## config.mk

```make
export PLATFORM = sky130hd
export DESIGN_NAME = debug_controller
export DESIGN_NICKNAME = d
export VERILOG_FILES = /design/src/rtl/mips_dbg_pkg.sv /design/src/rtl/dbg_tx_sequencer.sv /design/src/rtl/debug_controller.sv
export SDC_FILE = /design/constraint.sdc
export NUM_CORES = 1
export LEC_CHECK = 0
export ABC_AREA = 1
export BUFFER_PORTS_ARGS = -buffer_cell sky130_fd_sc_hd__buf_4
export CELL_PAD_IN_SITES_DETAIL_PLACEMENT = 1
export CELL_PAD_IN_SITES_GLOBAL_PLACEMENT = 1
export CORE_ASPECT_RATIO = 1.5
export CORE_MARGIN = 1.5
export CORE_UTILIZATION = 40
export DETAILED_ROUTE_END_ITERATION = 16
export PLACE_DENSITY = 0.7
export SYNTH_ARGS = -nofsm -noshare
export SYNTH_HDL_FRONTEND = slang
export SYNTH_HIERARCHICAL = 1
export SYNTH_SLANG_ARGS = --single-unit
```

## constraint.sdc

```tcl
create_clock -name clk -period 9.82 [get_ports clk]
set_clock_uncertainty 0.2 [all_clocks]
set_input_delay 0.982 -clock clk [delete_from_list [all_inputs] [get_ports clk]]
set_output_delay 0.982 -clock clk [all_outputs]
set_load 0.005 [all_outputs]
```

## src/rtl/mips_dbg_pkg.sv

```systemverilog
// Shared definitions for the MIPS pipeline run-control debug block.
// Holds the UART command bytes, the report framing constants, the shared
// FSM state encoding and a helper that packs the 9-byte report payload.
package mips_dbg_pkg;

  localparam logic [7:0] CMD_CONT   = 8'h63;
  localparam logic [7:0] CMD_STEP   = 8'h73;
  localparam logic [7:0] CMD_BREAK  = 8'h62;
  localparam logic [7:0] CMD_RESET  = 8'h72;

  localparam logic [3:0] STATUS_SIG = 4'hA;
  localparam logic [7:0] NAK_BYTE   = 8'h3F;

  localparam int REPORT_LEN = 9;
  localparam int PAYLOAD_W  = 8 * REPORT_LEN;

  typedef enum logic [3:0] {
    IDLE,
    RUN,
    STEP,
    PRESET,
    REPORT_LOAD,
    REPORT_SEND,
    REPORT_WAIT_BUSY,
    REPORT_WAIT_DONE,
    NAK
  } dbg_state_e;

  // Report layout, first byte transmitted in the top bits.
  function automatic logic [PAYLOAD_W-1:0] pack_report(input logic [7:0]  status,
                                                       input logic [31:0] pc,
                                                       input logic [31:0] cnt);
    return {status, pc, cnt};
  endfunction

endpackage

```

## src/rtl/dbg_tx_sequencer.sv

```systemverilog
// Serialises up to REPORT_LEN bytes onto the UART transmitter handshake.
// Ports:
//   clk, reset     - clock, synchronous active-high reset
//   start          - one-cycle request; payload/len are captured on it
//   len            - number of bytes to send (1..REPORT_LEN)
//   payload        - bytes to send, first byte in the MSBs
//   tx_busy        - transmitter busy, high from the cycle after tx_start
//   tx_data        - byte presented to the transmitter (held between bytes)
//   tx_start       - one-cycle launch pulse
//   done           - one-cycle pulse when the last byte has completed
module dbg_tx_sequencer
  import mips_dbg_pkg::*;
(
  input  logic                 clk,
  input  logic                 reset,
  input  logic                 start,
  input  logic [3:0]           len,
  input  logic [PAYLOAD_W-1:0] payload,
  input  logic                 tx_busy,
  output logic [7:0]           tx_data,
  output logic                 tx_start,
  output logic                 done
);

  dbg_state_e           state_q, state_d;
  logic [PAYLOAD_W-1:0] shift_q, shift_d;
  logic [3:0]           remain_q, remain_d;
  logic [7:0]           tx_data_q, tx_data_d;
  logic                 tx_start_q, tx_start_d;

  always_ff @(posedge clk) begin
    if (reset) begin
      state_q    <= IDLE;
      remain_q   <= '0;
      tx_data_q  <= 8'h00;
      tx_start_q <= 1'b0;
    end else begin
      state_q    <= state_d;
      remain_q   <= remain_d;
      tx_data_q  <= tx_data_d;
      tx_start_q <= tx_start_d;
    end
  end

  // Payload shift register is pure data; a stale value is never transmitted
  // because a new start always reloads it.
  always_ff @(posedge clk) begin
    shift_q <= shift_d;
  end

  always_comb begin
    state_d    = state_q;
    shift_d    = shift_q;
    remain_d   = remain_q;
    tx_data_d  = tx_data_q;
    tx_start_d = 1'b0;
    done       = 1'b0;
    case (state_q)
      IDLE: begin
        if (start) begin
          shift_d  = payload;
          remain_d = len;
          state_d  = REPORT_SEND;
        end
      end
      REPORT_SEND: begin
        if (!tx_busy) begin
          tx_data_d  = shift_q[PAYLOAD_W-1 -: 8];
          tx_start_d = 1'b1;
          shift_d    = {shift_q[PAYLOAD_W-9:0], 8'h00};
          state_d    = REPORT_WAIT_BUSY;
        end
      end
      REPORT_WAIT_BUSY: begin
        if (tx_busy) state_d = REPORT_WAIT_DONE;
      end
      REPORT_WAIT_DONE: begin
        if (!tx_busy) begin
          if (remain_q == 4'd1) begin
            done    = 1'b1;
            state_d = IDLE;
          end else begin
            remain_d = remain_q - 4'd1;
            state_d  = REPORT_SEND;
          end
        end
      end
      default: state_d = IDLE;
    endcase
  end

  assign tx_data  = tx_data_q;
  assign tx_start = tx_start_q;

endmodule

```

## src/rtl/debug_controller.sv

```systemverilog
// Run-control sequencer for the 5-stage MIPS pipeline. Decodes UART command
// bytes (continue, step, break, pipeline reset), gates the pipeline with a
// global enable and returns a 9-byte status/PC/cycle-count report after each
// operation (or a single '?' byte for an unknown command).
// Ports:
//   clk, reset           - clock, synchronous active-high controller reset
//   rx_data, rx_valid    - received command byte and its one-cycle strobe
//   tx_data, tx_start    - byte to transmit and its one-cycle launch pulse
//   tx_busy              - transmitter busy
//   halt_wb              - HALT instruction in WB (valid while pipe_en=1)
//   pc_value             - current IF-stage PC
//   pipe_en              - enable for PC and all pipeline latches
//   pipe_reset           - one-cycle reset pulse for datapath registers
//   running              - high while free-running
module debug_controller
  import mips_dbg_pkg::*;
#(
  parameter int PC_W     = 32,
  parameter int CNT_W    = 32,
  parameter int WATCHDOG = 1000000
) (
  input  logic            clk,
  input  logic            reset,
  input  logic [7:0]      rx_data,
  input  logic            rx_valid,
  output logic [7:0]      tx_data,
  output logic            tx_start,
  input  logic            tx_busy,
  input  logic            halt_wb,
  input  logic [PC_W-1:0] pc_value,
  output logic            pipe_en,
  output logic            pipe_reset,
  output logic            running
);

  localparam int WD_W = $clog2(WATCHDOG + 1);

  dbg_state_e           state_q, state_d;
  logic [CNT_W-1:0]     cycle_cnt_q, cycle_cnt_d;
  logic                 halted_q, halted_d;
  logic [3:1]           flags_q, flags_d;    // preset, break, timeout
  logic [WD_W-1:0]      wdog_q, wdog_d;
  logic                 seq_start, seq_done;
  logic [3:0]           seq_len;
  logic [PAYLOAD_W-1:0] seq_payload;
  logic [31:0]          pc_ext, cnt_ext;
  logic                 wd_hit, brk_hit;

  always_ff @(posedge clk) begin
    if (reset) begin
      state_q     <= IDLE;
      cycle_cnt_q <= '0;
      halted_q    <= 1'b0;
      flags_q     <= '0;
      wdog_q      <= '0;
    end else begin
      state_q     <= state_d;
      cycle_cnt_q <= cycle_cnt_d;
      halted_q    <= halted_d;
      flags_q     <= flags_d;
      wdog_q      <= wdog_d;
    end
  end

  always_comb begin
    pipe_en    = (state_q == RUN) || (state_q == STEP);
    running    = (state_q == RUN);
    pipe_reset = (state_q == PRESET);
    pc_ext     = '0;
    pc_ext[PC_W-1:0]   = pc_value;
    cnt_ext    = '0;
    cnt_ext[CNT_W-1:0] = cycle_cnt_q;
    wd_hit     = (wdog_q == WD_W'(WATCHDOG - 1));
    brk_hit    = rx_valid && (rx_data == CMD_BREAK);
  end

  always_comb begin
    state_d     = state_q;
    halted_d    = halted_q;
    flags_d     = flags_q;
    wdog_d      = wdog_q;
    seq_start   = 1'b0;
    seq_len     = 4'(REPORT_LEN);
    // Halted state doubles as status bit0 so a halted core keeps reporting it.
    seq_payload = pack_report({STATUS_SIG, flags_q, halted_q}, pc_ext, cnt_ext);
    case (state_q)
      IDLE: begin
        if (rx_valid) begin
          case (rx_data)
            CMD_CONT: begin
              wdog_d  = '0;
              state_d = halted_q ? REPORT_LOAD : RUN;
            end
            CMD_STEP:  state_d = halted_q ? REPORT_LOAD : STEP;
            CMD_RESET: state_d = PRESET;
            default: begin
              seq_start   = 1'b1;
              seq_len     = 4'd1;
              seq_payload = {NAK_BYTE, {(PAYLOAD_W-8){1'b0}}};
              state_d     = NAK;
            end
          endcase
        end
      end
      RUN: begin
        wdog_d = wdog_q + 1'b1;
        if (halt_wb) halted_d   = 1'b1;
        if (wd_hit)  flags_d[1] = 1'b1;
        if (brk_hit) flags_d[2] = 1'b1;
        if (halt_wb || wd_hit || brk_hit) state_d = REPORT_LOAD;
      end
      STEP: begin
        if (halt_wb) halted_d = 1'b1;
        state_d = REPORT_LOAD;
      end
      PRESET: begin
        halted_d   = 1'b0;
        flags_d[3] = 1'b1;
        state_d    = REPORT_LOAD;
      end
      // The sequencer captures the payload here, which is the report snapshot.
      REPORT_LOAD: begin
        seq_start = 1'b1;
        state_d   = REPORT_SEND;
      end
      REPORT_SEND: begin
        if (seq_done) begin
          flags_d = '0;
          state_d = IDLE;
        end
      end
      NAK: begin
        if (seq_done) state_d = IDLE;
      end
      default: state_d = IDLE;
    endcase
  end

  always_comb begin
    cycle_cnt_d = cycle_cnt_q;
    if (state_q == PRESET)            cycle_cnt_d = '0;
    else if (pipe_en && !(&cycle_cnt_q)) cycle_cnt_d = cycle_cnt_q + 1'b1;
  end

  dbg_tx_sequencer u_tx_seq (
    .clk      (clk),
    .reset    (reset),
    .start    (seq_start),
    .len      (seq_len),
    .payload  (seq_payload),
    .tx_busy  (tx_busy),
    .tx_data  (tx_data),
    .tx_start (tx_start),
    .done     (seq_done)
  );

endmodule

```

### After elaboration in Yosys (flattened, before gate mapping)

Cells that the tools add are included.

* multiplexer cells: 43
* reductions and logical operators: 31
* equal/unequal tests: 28
* bitwise logic cells: 2
* add/subtract/negate cells: 3

Operator list (count)
* $mux W72: 5
* $pmux W72 S2: 1
* $mux W4: 13
* $mux W20: 2
* $pmux W20 S2: 1
* $add A32 B1 Y32 const B: 1
* $eq A8 B7 Y1 const B: 4
* $reduce_and A32 Y1: 1
* $add A20 B1 Y20 const B: 1
* $eq A20 B20 Y1 const B: 1
* $eq A4 B3 Y1 const B: 5
* $pmux W4 S5: 1
* $pmux W4 S4: 1
* $reduce_and A3 Y1: 5
* $ne A2 B2 Y1 const B: 7
* $mux W3: 4
* $ne A2 B1 Y1 const B: 6
* $pmux W4 S3: 1
* $reduce_bool A2 Y1: 6
* $reduce_or A2 Y1: 5
* $mux W1: 9
* $eq A4 B1 Y1 const B: 2
* $eq A4 B2 Y1 const B: 2
* $logic_not A4 Y1: 2
* 12 further kinds: 21

* bits of input ports: 45
* bits in registers: 149
* word-level logic and storage cells: 119

### Logic depth before layout (Yosys ltp)

Gate-level depths: netlist of the first run.

* depth in word-level cells: 7
* mapped depth: 17
* gate-level depth less buffers: 16

### By module

The synthesis of the first run kept the hierarchy.

Modules (own cells, without submodules)
* debug_controller: seq. area each 1201.2 sq um, instances 1, cells an instance 780, area an instance 4345.4 sq um
* dbg_tx_sequencer: seq. area each 2482.4 sq um, instances 1, cells an instance 422, area an instance 3837.4 sq um

### Worst setup path after synthesis of the first run

Ideal clock, no wire load.

* path type: input to register
* start point: in rx_data[3]
* end point: reg u_tx_seq.shift_q[0] (enable)
* stages: 10
* data arrival time: 6.852 ns
* path slack: 2.166 ns
* cell sequence: nor2_1 > nor2b_1 > nand2_1 > nand3_1 > nor2_2 > buf_4 > inv_2 > nand2_1 > inv_1 > o21ai_0

* word-level cells in the longest chain between the ends: 7
* elaborated cells between the ends (all ways): 9
* those cells by class: eq/ne (4); mux (3); reduce/logical (2)

Ends and longest elaborated chain
* start, declared: RTL line debug_controller.sv:24 `input logic [7:0] rx_data,`
* $eq A8 B7 Y1: RTL line debug_controller.sv:89 `case (rx_data)`
* $reduce_or A3 Y1 (no line) (*)
* $mux W1 (*): RTL line debug_controller.sv:89
* $mux W1 (*): RTL line debug_controller.sv:88 `if (rx_valid) begin`
* $pmux W1 S2 (*): RTL line debug_controller.sv:86 `case (state_q)`
* net seq_start: RTL line debug_controller.sv:43 `logic seq_start, seq_done;`
* $ne A2 B2 Y1 (no line) (*)
* $reduce_and A3 Y1 (no line) (*)
* end signal, assigned: RTL line dbg_tx_sequencer.sv:48 `shift_q <= shift_d;`
* end, declared: RTL line dbg_tx_sequencer.sv:26 `logic [PAYLOAD_W-1:0] shift_q, shift_d;`

Mark *: on every way through the listed nets, which the timed path passes. The rest lies on a longest branch.
A chain may end at the register's enable or synchronous reset.

### Worst setup path after layout of the first run

* start point: in rx_data[5]
* end point: reg u_tx_seq.shift_q[22] (enable)

The elaborated chain is that of the path after synthesis.

==> results of run 1 <==
-- logic make-up after synthesis --
family / after synthesis / share of synthesized area, %
simple gates: 779 / 38.7
xor+xnor: 14 / 1.50
flops: 148 / 45.0
buf+inv: 179 / 9.17
fa+ha+maj: 4 / 0.612
other cells: 2 / 0.0918
compound gates: 76 / 4.88
-- critical path, stage by stage --
cell     delay (ns)
buf_4          0.11
nand3_1        0.13
nor2_1         0.07
nand2_1        0.09
nand3_1        0.15
nor2_4         0.10
buf_4          0.55
inv_2          0.16
nand2_1        0.11
inv_1          0.08
o21ai_4        0.14
buf_4          0.72
-- registers in the layout (all words and copies together), names as in the netlist --
name and cells:
u_tx_seq/state_q 3, u_tx_seq/shift_q 72, cnt_ext 32, u_tx_seq/tx_data 8, halted_q 1, u_tx_seq/remain_q 4
wdog_q 20, state_q 4, u_tx_seq/tx_start 1, flags_q 3
-- layout make-up --
class | count | area [um^2]
clock buffers | 20 | 468
clock inverters | 12 | 115
fillers | 2638 | 10600
inverters | 145 | 547
multi-input cells | 878 | 3780
flip-flops and latches | 148 | 3680
well taps | 260 | 325
repair buffers | 61 | 458
-- report_power, final --
part / internal, mW / leakage [nW] / total [mW] / switching, mW
Clock: 0.374 / 0.287 / 0.655 / 0.281
Combinational: 0.167 / 2.38 / 0.631 / 0.465
Sequential: 0.860 / 1.30 / 0.919 / 0.0595
-- stage by stage --
stage | instances | power, mW | worst slack [ns] | cell area [um^2] | utilization [%]
after floorplan | 1205 | 1.44 | 2.17 | 8190 | -
after global placement | 1492 | 1.56 | 5.79 | 8790 | 44.1
after detailed placement | 1492 | 1.58 | 5.70 | 8790 | 44.1
after CTS | 1524 | 2.25 | 6.16 | 9370 | 47.0
after global routing | 1524 | 2.35 | 5.90 | 9370 | 47.0
final | 1524 | 2.21 | 6.17 | 9370 | 47.0
-- cell usage after synthesis, types with 3 or more instances --
master,instances,share of area [%]
nand2_1,458,21
nor2_1,214,9.8
inv_1,134,6.1
dfxtp_1,76,19
edfxtp_1,72,26
nand3_1,51,3.1
a21oi_1,45,2.8
buf_2,22,1.3
o21ai_0,22,1.3
nand4_1,17,1.3
xor2_1,14,1.5
inv_2,10,0.46
nor3_1,9,0.55
nand2_2,7,0.54
nor2_2,6,0.46
buf_4,5,0.46
o21ai_1,5,0.31
or2_2,5,0.38
buf_6,4,0.55
ha_1,4,0.61
clkbuf_1,3,0.14
nor2_4,3,0.41
-- how the worst min path moves through the flow --
stage,cells past startpoint,end,slack (ns),from
after floorplan,2,flags_q[1],0.24,flags_q[1]
after global placement,2,u_tx_seq/tx_data[4],0.26,u_tx_seq/shift_q[68]
after detailed placement,2,u_tx_seq/tx_data[1],0.27,u_tx_seq/shift_q[65]
after CTS,2,u_tx_seq/tx_data[1],0.29,u_tx_seq/shift_q[65]
after global routing,2,u_tx_seq/tx_data[1],0.30,u_tx_seq/shift_q[65]
final,2,u_tx_seq/tx_data[1],0.28,u_tx_seq/shift_q[65]
-- layer usage --
metal	routed length (um)	up-vias	GRT usage, %
met3	415	29	4.06
met5	0	-	0
met2	13000	59	44.2
met4	617	0	9.23
li1	-	3804	-
met1	9290	3585	23.9
==> impl_results.md, run 1 <==
* Status: complete, no violations
* Gr ovfl total at 0
* Critical Path Sink: u_tx_seq/shift_q[22]
* Final Cycle Share at 37.1%
* IO buf count at 56
* CTS sink cnt at 148
* Die Span X at 120 um
* Max_slew headroom at 37.8%
* Routed via count at 7477
* Fraction of layout cells with a size suffix above 1 at 10.4%
* DRC at 0
* Clock transition at path regs at 0.06 ns
* Layout area overhead at 14.5%
* Top FF cell, synth: dfxtp_1
* Core Rows at 63
* Ports at between 50 and 60
* Routability cong. at about 0.85
* Number of gates resized after cts at 0
* Initial Utilization at 41.0%
* Final ANT Viol Nets at 0
* Global-route wire length before repair at ~38000 um
* R2R depth at 11
* Most common cell after layout, fill and taps aside: nand2_1
* EDFF count, synth at 72
* Reg2Reg Launch Point: state_q[3]
* GR Util All Layers at 22.7%
* CTS tree: done
* Final HPWL from detailed placement at approximately 17000 um
* Synthesized flop and latch total at 148
* Initial antenna violation count at 0
* Mapped Cells at 1202
* Num CTS Buffers at 17
* Number of global-route vias before repair at ~7600
* Req. time, crit path at 9.68 ns
* Setup slack, reg-to-reg at 6.20 ns
* Final setup TNS at 0 ns
* Root buf cell: clkbuf_16
* Detailed Route Iter0 Violations at around 290
* Final Max Tran Viols at 0
* Worst R2R End: u_tx_seq/shift_q[22]
* Final Hold Fails at 0
* CP Capture Type: register
* Antenna Cells at 0
* Layout Nets at 1300
* RSZ-0062 raised after global routing: no
* Most frequent cells in the layout: 458 x nand2_1, 214 x nor2_1, 134 x inv_1, 76 x dfxtp_1, 72 x edfxtp_1
* Seq/Total Area, Yosys at 45.0%
* DIE HEIGHT at 178 um
* CTS Hold Bufs at 0
* Worst setup startpoint: rx_data[5]
* Max Cap Viol at 0
* Cell area after synthesis at around 8200 um^2
* Cell variety after synth at 35
* Hold_ws at approximately 0.28 ns
* H-tree levels at 4
* Router iterations before antenna repair at 4
* Largest net degree at the start of global routing at between 70 and 80
* Critical Path Start Type: primary input
* Max Fanout on Critical Path at 72
* Setup Crit Path Kind: in -> reg
* Max Fclk at 274 MHz
* Cell Pwr Density at 235 nW/um^2
* Least-Margin Pin Slew at about 0.93 ns
* Fraction of registers with async set/reset at 0%
* Final setup viols at 0
* Syn. warnings at 6
* Data arrival, critical path at 3.51 ns
* Post-CTS Setup Bufs at 0
* Routed len/inst at around 15 um
* P_leak at 3.96 nW
* Fin crit period at 3.65 ns
* Mean Syn Cell Area at 6.81 um^2
* HP Class: reg -> reg
* Worst-Skew Late Latency at 0.44 ns
* Max IR drop VDD at 137 uV
* Full die area at 21300 um^2
* Max Root-Sink Buffers at 2
* Core Area at 19900 um^2
* DR vias/cell at 4.91
* Routed wire length at 23300 um
No activity file was read; power rests on OpenSTA's default activity.
==> run 2, diff against run 1 <==
--- a/config.mk
+++ b/config.mk
@@ -13,7 +13,7 @@
 export CORE_MARGIN = 1.5
 export CORE_UTILIZATION = 40
 export DETAILED_ROUTE_END_ITERATION = 16
-export PLACE_DENSITY = 0.7
+export PLACE_DENSITY = 0.73
 export SYNTH_ARGS = -nofsm -noshare
 export SYNTH_HDL_FRONTEND = slang
 export SYNTH_HIERARCHICAL = 1
==> constraint.sdc (replaced) <==
create_clock -name clk -period 3.05 [get_ports clk]
set_clock_uncertainty 0.2 [all_clocks]
set_input_delay 0.305 -clock clk [delete_from_list [all_inputs] [get_ports clk]]
set_output_delay 0.305 -clock clk [all_outputs]
set_load 0.005 [all_outputs]
==> impl_results.md, run 2 (synthesized netlist as in run 1, its figures left out) <==
* Max Root-Sink Buffers at 2 (unchanged)
* RSZ-0062 raised after global routing: no
* Worst-Skew Late Latency at 0.43 ns (about the same)
* Psw at 2.65 mW (+230%)
* GR Util All Layers at 23.2% (+0.47 points)
* Post-CTS Setup Bufs at 0 (unchanged)
* H-tree levels at 4 (unchanged)
* Worst path top cell family by delay: simple AND/OR/NAND/NOR gates
* Max IR drop VDD at 527 uV (+280%)
* HP Class: in -> reg
* Initial Utilization at 41.0% (unchanged)
* DR vias/cell at 4.87 (-0.73%)
* Setup slack, reg-to-reg at 0.44 ns (-5.76 ns)
* Final setup TNS at 0 ns (unchanged)
* Most common cell after layout, fill and taps aside: nand2_1
* Max Fanout on Critical Path at 46 (-36%)
* Buf+Inv Stages, Crit Path at 3 (-2)
* CTS tree: done
* CTS sink cnt at 148 (unchanged)
* Antenna Cells at 0 (unchanged)
* Final Max Tran Viols at 0 (unchanged)
* Least-Margin Pin Slew at 0.564 ns (-0.369 ns)
* Fraction of layout cells with a size suffix above 1 at 10.8% (+0.36 points)
* Routed len/inst at 15.3 um (+0.31%)
* Setup Crit Path Kind: reg -> reg
* DRC at 0 (unchanged)
* Final Hold Fails at 0 (unchanged)
* CP Depth at 10 (-2)
* Max_slew headroom at 62.4% (+25 points)
* Detailed Route Iter0 Violations at 322 (+13%)
* Fin crit period at 2.61 ns
* IO buf count at 56 (unchanged)
* Most used cell, CP: nand2_1
* Max Cap Viol at 0 (unchanged)
* Full die area at 21300 um^2 (unchanged)
* Net switching share of the total power at 37.6% (+1.1 points)
* Routability cong. at 0.850 (-0.54%)
* Routed wire length at 23400 um (+0.57%)
* Final setup viols at 0 (unchanged)
* Die Span X at 120 um (unchanged)
* Critical Path Start Type: register
* Ports at 57 (unchanged)
* Final Cycle Share at 85.4%
* Core Area at 19900 um^2 (unchanged)
* Cell Pwr Density at 751 nW/um^2 (+220%)
* Router iterations before antenna repair at 4 (unchanged)
* R2R depth at 10 (-1)
* Final HPWL from detailed placement at 17100 um (+2.1%)
* Global-route wire length before repair at 38500 um (+2.5%)
* Req. time, crit path at 3.03 ns (-6.65 ns)
* Biggest register: u_tx_seq/shift_q
* Final ANT Viol Nets at 0 (unchanged)
* Gr ovfl total at 0 (unchanged)
* Layout Nets at 1304 (+0.31%)
* Worst-path cell chain: nor2_2 > nand2_1 > inv_2 > nand3_1 > nor2_4 > buf_4 > buf_4 > nor2_1 > nand2_1 > nand2_1
* Hold path cells at 4 (+2)
* Largest register FFs at 72 (unchanged)
* Status: complete, no violations
* Number of global-route vias before repair at 7793 (+3.1%)
* Comb power frac at 29.8% (+1.2 points)
* Layout area overhead at 14.9%
* Root buf cell: clkbuf_16
* Critical-path top delay cell: buf_4
* Num CTS Buffers at 17 (unchanged)
* DIE HEIGHT at 178 um (unchanged)
* Internal cell power at 4.41 mW (+210%)
* Clock transition at path regs at 0.06 ns (about the same)
* CP Capture Type: register
* Initial antenna violation count at 0 (unchanged)
* Data arrival, critical path at 2.58 ns (-0.93 ns)
* Hold_ws at 0.00940 ns (-0.268 ns)
* Max Fclk at 384 MHz
* Routed via count at 7442 (-0.47%)
* Filler Cells Inserted at 2650 (+0.45%)
* Worst path max stage delay at 0.46 ns (-0.26 ns)
* Clk pwr share at 28.2% (-1.5 points)
* Largest net degree at the start of global routing at 73 (unchanged)
* P_leak at 3.97 nW (+0.15%)
* Most frequent cells in the layout: 458 x nand2_1, 212 x nor2_1, 134 x inv_1, 76 x dfxtp_1, 72 x edfxtp_1
* Seq pwr share at 42.0% (+0.3 points)
* Core Rows at 63 (unchanged)
## run 2: final cells by class
| class | count | area, um^2 | area share, % |
|---|---|---|---|
| Clock buffer | 18 | 429 | 4.57 |
| Clock inverter | 14 | 118 | 1.25 |
| Inverter | 145 | 547 | 5.82 |
| Multi-Input combinational cell | 878 | 3780 | 40.2 |
| Sequential cell | 148 | 3680 | 39.2 |
| Tap cell | 260 | 325 | 3.46 |
| Timing Repair Buffer | 65 | 515 | 5.48 |
## run 2: per-layer routing
metal	track usage [%]	routed length, um	share of wire, %	vias up
met1	24.1	9170	39	3529
met3	3.36	349	1.5	33
li1	-	-	-	3817
met5	0	0	0	-
met2	46.1	13200	56	63
met4	8.98	693	3.0	0
## run 2: metrics by stage
| step | util, % | total power [mW] | setup WS, ns | instances | cell area (um^2) |
|---|---|---|---|---|---|
| after global placement | 44.3 | 5.09 | 0.526 | 1495 | 8840 |
| after detailed placement | 44.3 | 5.15 | 0.460 | 1495 | 8840 |
| after global routing | 47.1 | 7.53 | 0.216 | 1528 | 9400 |
| final | 47.1 | 7.06 | 0.445 | 1528 | 9400 |
| after CTS | 47.1 | 7.16 | 0.396 | 1528 | 9400 |
| after floorplan | - | 4.56 | 0.00228 | 1205 | 8210 |
## run 2: path summary, 6_finish.rpt
kind,from,end
setup reg to reg,state_q[3],u_tx_seq/shift_q[12]
hold / removal,rx_data[0],state_q[1]
setup / recovery,state_q[3],u_tx_seq/shift_q[12]
hold reg to reg,u_tx_seq/shift_q[71],u_tx_seq/tx_data[7]
## run 2: repair_timing
action,in CTS,in global routing
gates resized for setup,0,0
hold buffers,1,0
hold endpoints to repair,1,0
## run 2: tightest hold or removal path, stage by stage
cell and delay, ns:
buf_4 0.10, a211oi_1 0.09, nand4_1 0.07, inv_1 0.04
## run 2: power by group through the flow
stage                     registers, mW  logic [mW]  clock network (mW)
final                              2.96        2.10                1.99
after global routing               3.01        2.40                2.12
after CTS                          2.96        2.16                2.03
after detailed placement           3.00        2.15                   0
after global placement             2.99        2.10                   0
after floorplan                    2.95        1.61                   0
==> run 3, diff against run 2 <==
--- a/config.mk
+++ b/config.mk
@@ -12,8 +12,10 @@
 export CORE_ASPECT_RATIO = 1.5
 export CORE_MARGIN = 1.5
 export CORE_UTILIZATION = 40
+export CTS_BUF_LIST = sky130_fd_sc_hd__clkbuf_2 sky130_fd_sc_hd__clkbuf_4 sky130_fd_sc_hd__clkbuf_8
+export CTS_CLUSTER_DIAMETER = 30
 export DETAILED_ROUTE_END_ITERATION = 16
-export PLACE_DENSITY = 0.73
+export PLACE_DENSITY = 0.7
 export SYNTH_ARGS = -nofsm -noshare
 export SYNTH_HDL_FRONTEND = slang
 export SYNTH_HIERARCHICAL = 1
==> constraint.sdc (replaced) <==
create_clock -name clk -period 2.5 [get_ports clk]
set_clock_uncertainty 0.2 [all_clocks]
set_input_delay 0.25 -clock clk [delete_from_list [all_inputs] [get_ports clk]]
set_output_delay 0.25 -clock clk [all_outputs]
set_load 0.005 [all_outputs]
==> impl_results.md, run 3 (synthesized netlist as in run 1, its figures left out) <==
* Status: complete, no violations
* Initial antenna violation count at 0 (unchanged)
* Fraction of layout cells with a size suffix above 1 at 11.7% (+0.88 points)
* Final Max Tran Viols at 0 (unchanged)
* Max Root-Sink Buffers at 2 (unchanged)
* CTS sink cnt at 148 (unchanged)
* Routability cong. at 0.842 (-0.95%)
* Largest net degree at the start of global routing at 73 (unchanged)
* CTS Hold Bufs at 34 (+33)
* DR WL met3 at 283 um (-19%)
* Multi-input logic area at 3800 um^2 (+0.53%)
* Die Span X at 120 um (unchanged)
* Post-CTS Setup Bufs at 0 (unchanged)
* Core Area at 19900 um^2 (unchanged)
* Cell count after placement at 1503 (+0.54%)
* Fin crit period at 2.29 ns
* Worst path top cell family by delay: buffers and inverters
* Critical Path Start Type: primary input
* P_leak at 4.09 nW (+3.0%)
* Final setup viols at 0 (unchanged)
* Initial Utilization at 41.0% (unchanged)
* Worst-path cell chain: dlygate4sd3_1 > buf_4 > inv_1 > nor2_1 > nand2_1 > nand3_2 > nor2_4 > inv_4 > nand2_2 > inv_2 > o21ai_4 > buf_12
* CTS tree: done
* Final Cycle Share at 91.7%
* Num CTS Buffers at 17 (unchanged)
* Sequential cell area at 3690 um^2 (+0.17%)
* CP Capture Type: register
* Filler Cells Inserted at 2629 (-0.79%)
* Least-Margin Pin Slew at 0.536 ns (-0.0277 ns)
* Buf+Inv Stages, Crit Path at 6 (+3)
* Ports at 57 (unchanged)
* Global-route wire length before repair at 38500 um (+0.16%)
* Number of gates resized after cts at 0 (unchanged)
* Final setup TNS at 0 ns (unchanged)
* Final HPWL from detailed placement at 17000 um (-0.56%)
* Layout Nets at 1345 (+3.1%)
* DRC at 0 (unchanged)
* H-tree levels at 4 (unchanged)
* R2R depth at 10 (unchanged)
* Detailed Route Iter0 Violations at 351 (+9.0%)
* DR vias/cell at 4.83 (-0.91%)
* DR top layer: met4
* Max Fclk at 436 MHz
* Largest register FFs at 72 (unchanged)
* Final ANT Viol Nets at 0 (unchanged)
* Full die area at 21300 um^2 (unchanged)
* Routed wire length at 23800 um (+1.7%)
* Data arrival, critical path at 2.22 ns (-0.36 ns)
* Biggest register: u_tx_seq/shift_q
* Max Cap Viol at 0 (unchanged)
* Most frequent cells in the layout: 456 x nand2_1, 212 x nor2_1, 133 x inv_1, 73 x dfxtp_1, 72 x edfxtp_1
* Post-Layout Cell Count at 1569 (+2.7%)
* Max_slew headroom at 64.2% (+1.8 points)
* Router iterations before antenna repair at 4 (unchanged)
* Met1 WL at 9590 um (+4.6%)
* Root buf cell: clkbuf_8
* RSZ-0062 raised after global routing: no
* Most common cell after layout, fill and taps aside: nand2_1
* Max IR drop VDD at 627 uV (+19%)
* Hold path cells at 5 (+1)
* Req. time, crit path at 2.42 ns (-0.61 ns)
* Worst-Skew Late Latency at 0.47 ns (+0.04 ns)
* Number of global-route vias before repair at 7642 (-1.9%)
* Critical-path top delay cell: dlygate4sd3_1
* Max Fanout on Critical Path at 72 (+57%)
* Antenna Cells at 0 (unchanged)
* GR Util All Layers at 23.3% (+0.097 points)
* Gr ovfl total at 0 (unchanged)
* Clock transition at path regs at 0.09 ns (+0.03 ns)
* DIE HEIGHT at 178 um (unchanged)
* Core Rows at 63 (unchanged)
* Routed via count at 7572 (+1.7%)
* Total power draw at 8.14 mW (+15%)
* HP Class: in -> reg
* Routed len/inst at 15.2 um (-0.96%)
* Setup Crit Path Kind: in -> reg
* DR WL met2 at 13400 um (+1.2%)
* Worst path max stage delay at 0.55 ns (+0.09 ns)
* IO buf count at 56 (unchanged)
* Cell Pwr Density at 842 nW/um^2 (+12%)
* Final Hold Fails at 0 (unchanged)
* CP Depth at 12 (+2)
* Layout area overhead at 18.2%
[run 3: layout make-up]
class | instances | share of cell area (%)
Multi-Input combinational cell | 878 | 39.3
Timing Repair Buffer | 106 | 9.62
Inverter | 145 | 5.68
Clock inverter | 14 | 1.38
Sequential cell | 148 | 38.2
Tap cell | 260 | 3.36
Clock buffer | 18 | 2.50
[run 3: power breakdown]
| group | internal [mW] | switching [mW] | leakage, nW |
|---|---|---|---|
| Sequential | 3.36 | 0.250 | 1.30 |
| Combinational | 0.813 | 1.90 | 2.59 |
| Clock | 0.747 | 1.07 | 0.192 |
[run 3: path summary, 6_finish.rpt]
kind	startpoint	to	slack, ns
worst max-delay path	rx_data[4]	u_tx_seq/shift_q[3]	0.21
worst min-delay path	rx_data[1]	flags_q[2]	0.03
worst max register to register	state_q[1]	u_tx_seq/shift_q[3]	0.23
worst min register to register	flags_q[2]	flags_q[2]	0.27
[run 3: tightest hold or removal path: cells and delay by family]
kind                   cells  cell delay [ns]
buffers and inverters      1             0.12
AO/OA/AOI/OAI              1             0.05
AND/OR/NAND/NOR            3             0.23
[run 3: layer usage]
metal | global-route usage, % | vias up
met5 | 0 | -
met4 | 8.48 | 0
met3 | 3.20 | 37
met2 | 45.9 | 60
met1 | 25.0 | 3578
li1 | - | 3897
[run 3: stage by stage]
stage / util (%) / setup WS [ns] / hold WS [ns] / cell area (um^2)
6_report: 48.5 / 0.208 / 0.0258 / 9670
5_1_grt: 48.5 / 0.126 / 0.0275 / 9670
4_1_cts: 48.5 / 0.237 / 0.00118 / 9670
3_5_place_dp: 44.9 / 0.238 / 0.262 / 8960
3_3_place_gp: 44.9 / 0.264 / 0.262 / 8960
2_1_floorplan: - / -0.415 / 0.119 / 8250
